--- config.mk ---
export PLATFORM = sky130hd
export DESIGN_NAME = word_unpacker
export DESIGN_NICKNAME = d
export VERILOG_FILES = /design/src/rtl/word_unpacker.sv
export SDC_FILE = /design/constraint.sdc
export NUM_CORES = 1
export LEC_CHECK = 0
export ABC_AREA = 1
export BUFFER_PORTS_ARGS = -buffer_cell sky130_fd_sc_hd__buf_2
export CAP_MARGIN = 30
export CORE_MARGIN = 2
export CORE_UTILIZATION = 25
export DETAILED_ROUTE_END_ITERATION = 10
export GPL_TIMING_DRIVEN = 0
export PLACE_DENSITY = 0.49
export SYNTH_ARGS = -nofsm -noshare
export SYNTH_HDL_FRONTEND = slang
export SYNTH_SLANG_ARGS = --single-unit
--- constraint.sdc ---
create_clock -name clk -period 8.2 [get_ports clk]
set_input_delay 1.64 -clock clk [delete_from_list [all_inputs] [get_ports clk]]
set_output_delay 1.64 -clock clk [all_outputs]
set_load 0.01 [all_outputs]
--- src/rtl/word_unpacker.sv ---
// Block-to-beat unpacker: queues wide plaintext blocks and streams them out as narrow
// AXI-Stream beats with per-block beat counts, selectable beat order and frame tlast.
module word_unpacker #(
    parameter int IN_W      = 128,
    parameter int OUT_W     = 8,
    parameter int DEPTH     = 2,
    parameter bit MSB_FIRST = 1'b1,
    parameter int CW        = $clog2(IN_W / OUT_W + 1)
) (
    input  logic             clk,
    input  logic             reset,
    input  logic [IN_W-1:0]  plain_block,
    input  logic             load_en,
    input  logic [CW-1:0]    load_count,
    input  logic             load_last,
    output logic             buffer_ready,
    output logic [OUT_W-1:0] m_axis_tdata,
    output logic             m_axis_tvalid,
    input  logic             m_axis_tready,
    output logic             m_axis_tlast,
    output logic             overflow,
    output logic             busy
);
    localparam int N  = IN_W / OUT_W;
    localparam int PW = (DEPTH > 1) ? $clog2(DEPTH) : 1;
    localparam int OW = $clog2(DEPTH + 1);

    localparam logic [CW-1:0] N_C      = CW'(N);
    localparam logic [OW-1:0] DEPTH_C  = OW'(DEPTH);
    localparam logic [PW-1:0] LAST_PTR = PW'(DEPTH - 1);

    logic [IN_W-1:0]  blk_q [DEPTH];
    logic [CW-1:0]    cnt_q [DEPTH];
    logic [DEPTH-1:0] last_q;
    logic [PW-1:0]    wr_ptr_q, rd_ptr_q;
    logic [OW-1:0]    occ_q;
    logic [CW-1:0]    beat_q;
    logic             overflow_q;

    logic             push, pop, hs, final_beat;
    logic [CW-1:0]    eff_count;
    logic [OUT_W-1:0] beat_data;

    function automatic logic [PW-1:0] next_ptr(input logic [PW-1:0] p);
        return (p == LAST_PTR) ? '0 : p + PW'(1);
    endfunction

    // Zero and oversized counts both mean "the whole block".
    assign eff_count = (load_count == '0 || load_count > N_C) ? N_C : load_count;

    assign buffer_ready  = !reset && (occ_q < DEPTH_C);
    assign push          = load_en && buffer_ready;
    assign m_axis_tvalid = (occ_q != '0);
    assign busy          = m_axis_tvalid;
    assign hs            = m_axis_tvalid && m_axis_tready;
    assign final_beat    = (beat_q == cnt_q[rd_ptr_q] - CW'(1));
    assign pop           = hs && final_beat;

    always_comb begin
        beat_data = '0;
        for (int i = 0; i < N; i++) begin
            if (beat_q == CW'(i)) begin
                if (MSB_FIRST) begin
                    beat_data = blk_q[rd_ptr_q][IN_W-1-i*OUT_W -: OUT_W];
                end else begin
                    beat_data = blk_q[rd_ptr_q][i*OUT_W +: OUT_W];
                end
            end
        end
    end

    // Data is gated so an empty queue presents all-zero tdata.
    assign m_axis_tdata = m_axis_tvalid ? beat_data : '0;
    assign m_axis_tlast = m_axis_tvalid && last_q[rd_ptr_q] && final_beat;
    assign overflow     = overflow_q;

    always_ff @(posedge clk) begin
        if (reset) begin
            occ_q      <= '0;
            wr_ptr_q   <= '0;
            rd_ptr_q   <= '0;
            beat_q     <= '0;
            overflow_q <= 1'b0;
        end else begin
            if (load_en && !buffer_ready) begin
                overflow_q <= 1'b1;
            end
            if (push) begin
                wr_ptr_q <= next_ptr(wr_ptr_q);
            end
            if (hs) begin
                beat_q <= final_beat ? '0 : beat_q + CW'(1);
            end
            if (pop) begin
                rd_ptr_q <= next_ptr(rd_ptr_q);
            end
            if (push && !pop) begin
                occ_q <= occ_q + OW'(1);
            end else if (pop && !push) begin
                occ_q <= occ_q - OW'(1);
            end
        end
    end

    // Slot payload needs no reset: occupancy alone decides what is valid.
    always_ff @(posedge clk) begin
        if (push) begin
            blk_q[wr_ptr_q]  <= plain_block;
            cnt_q[wr_ptr_q]  <= eff_count;
            last_q[wr_ptr_q] <= load_last;
        end
    end
endmodule
# After elaboration in Yosys (flattened, before gate mapping)
# Memories as Yosys holds them, arrays and structs flattened. A register that Yosys moved wholly into a read port is not among the register bits.
# Cells that the tools add are included.
[word_totals] register_bits=12 mem_bits_rw=266 inputBits=138 wordCells=88 mem_count=2
[op_classes] addsub=6 order_cmp=5 n_eq_ne=16 muxes=34 reduce_logical=19
[memory_table] memory="blk_q" words=2 word_bits=128 read_ports=1 rd_ports_with_merged_regs=1 write_ports=1 line_no="32" text="logic [IN_W-1:0] blk_q [DEPTH];"
[memory_table] memory="cnt_q" words=2 word_bits=5 read_ports=1 rd_ports_with_merged_regs=1 write_ports=1 line_no="33" text="logic [CW-1:0] cnt_q [DEPTH];"
[ops] op="$mux 8" count=17
[ops] op="$eq 5x4->1 const B" count=8
[ops] op="$eq 5x3->1 const B" count=4
[ops] op="$mux 1" count=11
[ops] op="$eq 5x2->1 const B" count=2
[ops] op="$logic_and 1x1->1" count=10
[ops] op="$logic_not 5->1" count=2
[ops] op="$mux 5" count=2
[ops] op="$add 5x1->5 const B" count=1
[ops] op="$eq 5x1->1 const B" count=1
[ops] op="$eq 5x5->1" count=1
[ops] op="$gt 5x5->1 const B" count=1
[ops] op="$sub 5x1->5 const B" count=1
[ops] op="$logic_not 1->1" count=4
[ops] op="$lt 1x2->1 const B" count=2
[ops] op="$mux 2" count=2
[ops] op="$reduce_bool 2->1" count=2
[ops] op="$add 1x1->1 const B" count=2
[ops] op="$add 2x1->2 const B" count=1
[ops] op="$bwmux 2" count=1
[ops] op="$lt 2x2->1 const B" count=1
[ops] op="$sub 2x1->2 const B" count=1
[ops] op="$demux 1 s1" count=1
[ops] op="$ge 1x1->1 const B" count=1
[ops] op="$logic_or 1x1->1" count=1

# Depth between registers and ports, before layout
# Gate-level depths: netlist of the first run.
[logic_depth] ltp_word=18 ltp_mapped=22 mapped_depth_nobuf=21

# Worst setup path before layout of the first run
# OpenSTA, ideal clock, no wires.
[synth_timing] path_kind="input-to-reg" start="input port reset" end="memory blk_q[1][0] (enable)" setup_time_ns=0.631 t_arrival_ns=7.571 slack_ns=-0.002 path_stages=3 path_buffers=0 path_cell_list="nor2_1 nand2_1 nor2_1"
[synth_between] elab_chain_len=5
[synth_lines] element="start, declared" line_no="11" text="input logic reset,"
[synth_lines] element="$logic_not 1->1" line_no="51" text="assign buffer_ready = !reset && (occ_q < DEPTH_C);"
[synth_lines] element="$logic_and 1x1->1" line_no="51"
[synth_lines] element="$logic_and 1x1->1" line_no="52" text="assign push = load_en && buffer_ready;"
[synth_lines] element="$mux 1" line_no="107" text="if (push) begin"
[synth_lines] element="$mux 1 (implied by the code)" line_no="108" text="blk_q[wr_ptr_q] <= plain_block;"
[synth_lines] element="end, declared" line_no="32"
# Every way passes these cells.

# Worst setup path after layout of the first run
[layout_timing] start="register beat_q[1]" end="output port m_axis_tdata[3]"
[layout_between] elab_chain_len=18 elab_cells_between_ends=33 cone_classes="eq/ne: 15; mux: 17; reduce/logical: 1"
[layout_lines] element="start, declared" line_no="37" text="logic [CW-1:0] beat_q;"
[layout_lines] element="start signal, assigned" line_no="92" text="beat_q <= final_beat ? '0 : beat_q + CW'(1);"
[layout_lines] element="$logic_not 5->1" line_no="62" text="if (beat_q == CW'(i)) begin"
[layout_lines] element="$mux 8 (15 in series)" line_no="62"
[layout_lines] element="$mux 8 *" line_no="62"
[layout_lines] element="$mux 8 *" line_no="73" text="assign m_axis_tdata = m_axis_tvalid ? beat_data : '0;"
[layout_lines] element="end, declared" line_no="17" text="output logic [OUT_W-1:0] m_axis_tdata,"
# Every way passes the cells marked *; elsewhere a longest branch is shown, timed or not.

==> results of run 1 <==
[state kept, by name (all words and copies together), names as in the netlist, named ones only]
signal	flops
overflow	1
wr_ptr_q	1
rd_ptr_q	1
blk_q	256
last_q	2
occ_q	2
beat_q	5
cnt_q	10
[cells in the final DEF (no fill, tap or decap), drive strengths merged, types with 7 or more instances in the layout]
| cell | count |
|---|---|
| nand2 | 450 |
| edfxtp | 268 |
| buf | 198 |
| a21oi | 64 |
| clkbuf | 53 |
| nor2 | 50 |
| a31oi | 40 |
| inv | 34 |
| nand3 | 29 |
| dfxtp | 11 |
| or2 | 11 |
| clkinv | 10 |
| o211ai | 8 |
| ha | 8 |
| o21ai | 7 |
[worst min-delay path, cell delays in order, from the launching register on]
cell	delay, ns
dfxtp_1	0.33
a21oi_1	0.04
nor2_1	0.07
[synthesized netlist by cell type, drive strengths merged, types with 3 or more instances]
cell type | number | area share
nor2 | 50 | 0.019
nand2 | 450 | 0.15
ha | 8 | 0.0085
dfxtp | 11 | 0.019
nand3 | 29 | 0.012
edfxtp | 268 | 0.69
xor2 | 4 | 0.0030
clkbuf | 6 | 0.0019
or2 | 11 | 0.0059
a31oi | 40 | 0.021
mux2i | 3 | 0.0026
o211ai | 8 | 0.0051
buf | 38 | 0.020
nor4 | 3 | 0.0029
nand4 | 4 | 0.0027
inv | 33 | 0.011
o21ai | 7 | 0.0036
a21oi | 64 | 0.028
[logic make-up (layout without fill, tap and decap cells)]
family,after synthesis,in the layout
compound gates,120,120
xor+xnor,5,5
fa+ha+maj,8,8
buf+inv,78,298
flops,279,279
mux,3,3
simple gates,548,548
[metal layers]
layer  wire length (um)  vias to the layer above  share of wire
met2              14500                      166           0.46
met5                 24                        -        0.00076
met3               1360                       54          0.043
li1                   -                     3972              -
met1              14900                     3717           0.47
met4                792                        4          0.025
[area by class of cell]
cell class,instances,area (um2),area share
plain buffers,44,255,0.0175
well taps,607,759,0.0521
inverters,34,128,0.00876
multi-input cells,684,3090,0.212
repair buffers,160,966,0.0663
clock inverters,13,141,0.00970
flip-flops and latches,279,8270,0.567
clock buffers,47,963,0.0661
[per-stage QoR]
stage	setup TNS, ns	power, mW	utilization
5_1_grt	0	3.52	0.314
2_1_floorplan	0	1.80	-
3_3_place_gp	-599.94	1.94	0.285
3_5_place_dp	0	1.94	0.290
4_1_cts	0	3.44	0.314
6_report	0	3.39	0.314
[power by group through the flow]
stage	Clock, mW	Combinational (mW)	Sequential, mW
2_1_floorplan	0	0.127	1.68
3_3_place_gp	0	0.251	1.69
3_5_place_dp	0	0.269	1.67
4_1_cts	1.53	0.269	1.64
5_1_grt	1.58	0.295	1.64
6_report	1.49	0.264	1.64
[worst max path at each step]
| stage | slack [ns] | end | startpoint |
|---|---|---|---|
| floorplan | 0.01 | blk_q[0][0] | reset |
| global placement | -4.20 | blk_q[0][50] | reset |
| detailed placement | 3.58 | m_axis_tdata[3] | beat_q[1] |
| CTS | 2.98 | m_axis_tdata[5] | beat_q[1] |
| global route | 2.83 | m_axis_tdata[6] | beat_q[1] |
| finish | 3.15 | m_axis_tdata[3] | beat_q[1] |
==> results_dict.tcl, run 1 <==
set metrics [dict create \
    status "completed" \
    drive_above_1_share 0.226 \
    grt_max_degree 31 \
    via_per_inst 4.24 \
    hpwl_um 22200 \
    met3_usage 0.0227 \
    gp_congestion 0.778 \
    post_cts_resized 0 \
    layout_min_cycle_time_ns 5.05 \
    synth_cells 1041 \
    synth_top_family_by_area "simple AND/OR/NAND/NOR gates" \
    leakage_nw 5.74 \
    worstPathBufferInverterCount 2 \
    crit_path_end_kind "output port" \
    worstPathCellList "inv_1, ha_1, nand2_2, nor2_2, nand2_1, nand3_1, nand2_1, nand2_1, nand2_1, nand2_1, nand2_1, nand2_1, nand2_1, nand2_1, nand2_1, nand2_1, nand2_1, nand2_1, nand2_1, a21oi_1, buf_2" \
    swShare 0.225 \
    core_area_um2 46500 \
    io_pins 151 \
    hp-class "reg2reg" \
    finalHoldViolCount 0 \
    synth_xor_area_frac 0.00373 \
    power.switching_mw 0.762 \
    nets 1383 \
    hold_depth 2 \
    yosys.area_share.simple 0.189 \
    ant_nets 0 \
    internal_power_mw 2.63 \
    path_depth 21 \
    rsz0062_at_grt "false" \
    synth_mux_area_frac 0.00256 \
    clock_latency_ns 0.53 \
    die_area_um2 48700 \
    grt_use_met2 0.206 \
    cpMostUsedCell "nand2_1" \
    cts_root_buffer "clkbuf_16" \
    drt_iter0_markers 338 \
    chipWidth_um 221 \
    p_per_area_nw_per_um2 233 \
    cts_tree "built" \
    syn_nets 1187 \
    comb_power_share 0.078 \
    nFillCells 4748 \
    syn_avg_cell_area_um2 11.3 \
    placedCellCount 1808 \
    drc 0 \
    post-cts-setup-buffer-count 0 \
    whs_ns 0.474 \
    r2r_cells 12 \
    ir_drop_mv 0.124 \
    yosysSeqAreaShare 0.705 \
    io_buffers 150 \
    hold_buffers 0 \
    grt_pass1_wl_um 47000 \
    cp_data_arrival_time_ns 3.41 \
    grt.overflow.total 0 \
    htreeDepth 2 \
    worstSetupPathType "reg2out" \
    cts.path.max_buffers 3 \
    ys.flop_type "edfxtp_1" \
    yosysWarnings 0 \
    dpl_cell_area_um2 13500 \
    reg2reg_to "occ_q[1]" \
    path_clk_slew_ns 0.06 \
    first_pass_iters 4 \
    worst_hold_startpoint "overflow" \
    synth_cell_types 34 \
    cts.sinks 279 \
    vias 7913 \
    cp_slowest_cell "nor2_2" \
    p_seq_frac 0.483 \
    critical-path-top-delay-family "simple AND/OR/NAND/NOR gates" \
    clkPwrFrac 0.439 \
    synth_edf_count 268 \
    fmax_ghz 0.198 \
    fp.dieH_um 221 \
    gr-max-usage-layer "met2" \
    std_cell_rows 79 \
    cts_buffers 34 \
    grt_usage 0.130 \
    relSlewSlack 0.489 \
    fin_area_um2 14600 \
    wl_per_cell_um 16.9 \
    setup_ws_ns 3.15 \
    grt_pass1_vias 7936 \
    setup_viol 0 \
    rrSetupSlack_ns 5.26 \
    initial_core_util 0.252 \
    min_to "overflow" \
    n_antenna_cell 0 \
    worstPathRequired_ns 6.56 \
    skew_ns 0.0155 \
    synth-compound-area-share 0.0586 \
    pre_cts_ws_ns 3.58 \
    synth-seq-cells 279 \
    final_cells 1868 \
    max-cap-violations 0 \
    timing.final.crit_share 0.616 \
    cp_max_fo 8 \
    antenna_found_initial 2 \
    async_flop_share 0 \
    area_growth_pct 24.3 \
    syn_area_um2 11700 \
    worst_pin_slew_ns 0.763 \
    synthAdderAreaFrac 0.00853 \
    drv_slew 0 \
    drt-total-wl_um 31500 \
    critical_path.max_stage_delay_ns 0.37 \
    start_kind "register" \
    use_met1 0.177 \
]
Note: power is estimated with default switching activity, not from simulation.
==> run 2: changes to the inputs <==
==> constraint.sdc (replaced) <==
create_clock -name clk -period 4.25 [get_ports clk]
set_input_delay 0.85 -clock clk [delete_from_list [all_inputs] [get_ports clk]]
set_output_delay 0.85 -clock clk [all_outputs]
set_load 0.01 [all_outputs]
==> results_dict.tcl, run 2 (same netlist as run 1, synthesis figures left out) <==
set metrics [dict create \
    gp_congestion 0.764 \
    worst_pin_slew_ns 0.775 \
    fp.dieH_um 221 \
    die_area_um2 48700 \
    wl_per_cell_um 16.7 \
    regArea_um2 8270 \
    skew_ns 0.0137 \
    fin_area_um2 14600 \
    status "completed" \
    htreeDepth 2 \
    timing.final.crit_share 0.939 \
    cts_buffers 34 \
    post-route-util 0.315 \
    core_area_um2 46500 \
    final_cells 1868 \
    r2r_cells 12 \
    cts_root_buffer "clkbuf_16" \
    hold_buffers 0 \
    leakage_nw 5.73 \
    cts_tree "built" \
    cp_data_arrival_time_ns 3.14 \
    grt.overflow.total 0 \
    grt_pass1_vias 7952 \
    max-cap-violations 0 \
    n_antenna_cell 0 \
    final_common_cell "nand2_1" \
    hp-class "reg2reg" \
    drv_slew 0 \
    multi_input_area_um2 3150 \
    drt_iter0_markers 422 \
    std_cell_rows 79 \
    layout_min_cycle_time_ns 3.99 \
    grt_usage 0.129 \
    pre_cts_ws_ns 0.467 \
    relSlewSlack 0.481 \
    cts.sinks 279 \
    whs_ns 0.462 \
    cp_max_fo 10 \
    drive_above_1_share 0.236 \
    hold_depth 2 \
    io_buffers 150 \
    cts.path.max_buffers 3 \
    dpl_cell_area_um2 13500 \
    setup_viol 0 \
    via_per_inst 4.25 \
    grt_pass1_wl_um 46500 \
    first_pass_iters 5 \
    largest_reg_flops 256 \
    area_growth_pct 24.7 \
    path_clk_slew_ns 0.06 \
    use_met1 0.174 \
    vias 7941 \
    largest-register "blk_q" \
    drc 0 \
    top_regs "blk_q: 256 flops, cnt_q: 10 flops, beat_q: 5 flops" \
    p_per_area_nw_per_um2 443 \
    fmax_ghz 0.250 \
    worstPathRequired_ns 3.40 \
    nets 1384 \
    worstSetupPathType "reg2out" \
    hpwl_um 22100 \
    placedCellCount 1808 \
    setup_ws_ns 0.257 \
    gr-max-usage-layer "met2" \
    final_cell_mix "446 x nand2_1, 268 x edfxtp_1, 175 x buf_2" \
    crit_path_end_kind "output port" \
    ir_drop_mv 0.207 \
    clock_latency_ns 0.53 \
    antenna_found_initial 2 \
    grt_max_degree 30 \
    finalHoldViolCount 0 \
    io_pins 151 \
    start_kind "register" \
    ant_nets 0 \
    rsz0062_at_grt "false" \
    drt-total-wl_um 31200 \
    grt_use_met2 0.205 \
    met3_usage 0.0234 \
    nFillCells 4762 \
    chipWidth_um 221 \
    initial_core_util 0.252 \
]
run 2: metrics by stage:
stage | total power [mW] | setup TNS, ns
6_report | 6.48 | 0
4_1_cts | 6.56 | 0
5_1_grt | 6.72 | 0
3_5_place_dp | 3.73 | 0
2_1_floorplan | 3.47 | -241.96
3_3_place_gp | 3.73 | -951.76
run 2: power by group:
part	internal (mW)	switching (mW)	total (mW)	leakage, nW
sequential	3.14	0.0256	3.16	2.55
clock	1.70	1.11	2.80	0.526
combinational	0.173	0.341	0.513	2.66
total	5.01	1.47	6.48	5.73
run 2: final timing paths:
check | end | slack (ns) | from
max reg2reg | occ_q[1] | 1.27 | register
max | m_axis_tdata[5] | 0.26 | beat_q[0]
min | overflow | 0.46 | overflow
min reg2reg | overflow | 0.46 | overflow
run 2: area by class of cell:
cell class,instances,share of cell area
Inverter,34,0.00924
Multi-Input combinational cell,684,0.215
Timing Repair Buffer,161,0.0661
Clock inverter,15,0.00847
Clock buffer,44,0.0651
Tap cell,607,0.0519
Sequential cell,279,0.566
Buffer,44,0.0181
run 2: worst max-delay path, cell delays in order, from the launching register on:
cell      delay, ns
dfxtp_4        0.37
inv_2          0.11
ha_2           0.21
nand2_4        0.08
clkinv_4       0.10
nand2_1        0.09
inv_4          0.12
buf_6          0.15
a21oi_1        0.05
nand2_1        0.09
nand2_1        0.07
nand2_1        0.09
nand2_1        0.07
nand2_1        0.07
nand2_1        0.07
nand2_1        0.10
nand2_1        0.11
nand2_1        0.10
nand2_1        0.08
nand2_1        0.08
nand2_1        0.10
a21oi_2        0.15
buf_2          0.15
run 2: what timing repair did:
| action | 4_1_cts | 5_1_grt |
|---|---|---|
| setup buffers | 0 | 1 |
| resized for setup | 5 | 22 |
| cloned | 0 | 0 |
| endpoints found under the setup margin | 8 | 8 |
| pin swaps | 1 | 2 |
run 2: routing by layer:
metal / share of wire / routed length (um)
met4: 0.026 / 801
met1: 0.47 / 14600
met2: 0.46 / 14400
met3: 0.043 / 1340
met5: 0.00077 / 24
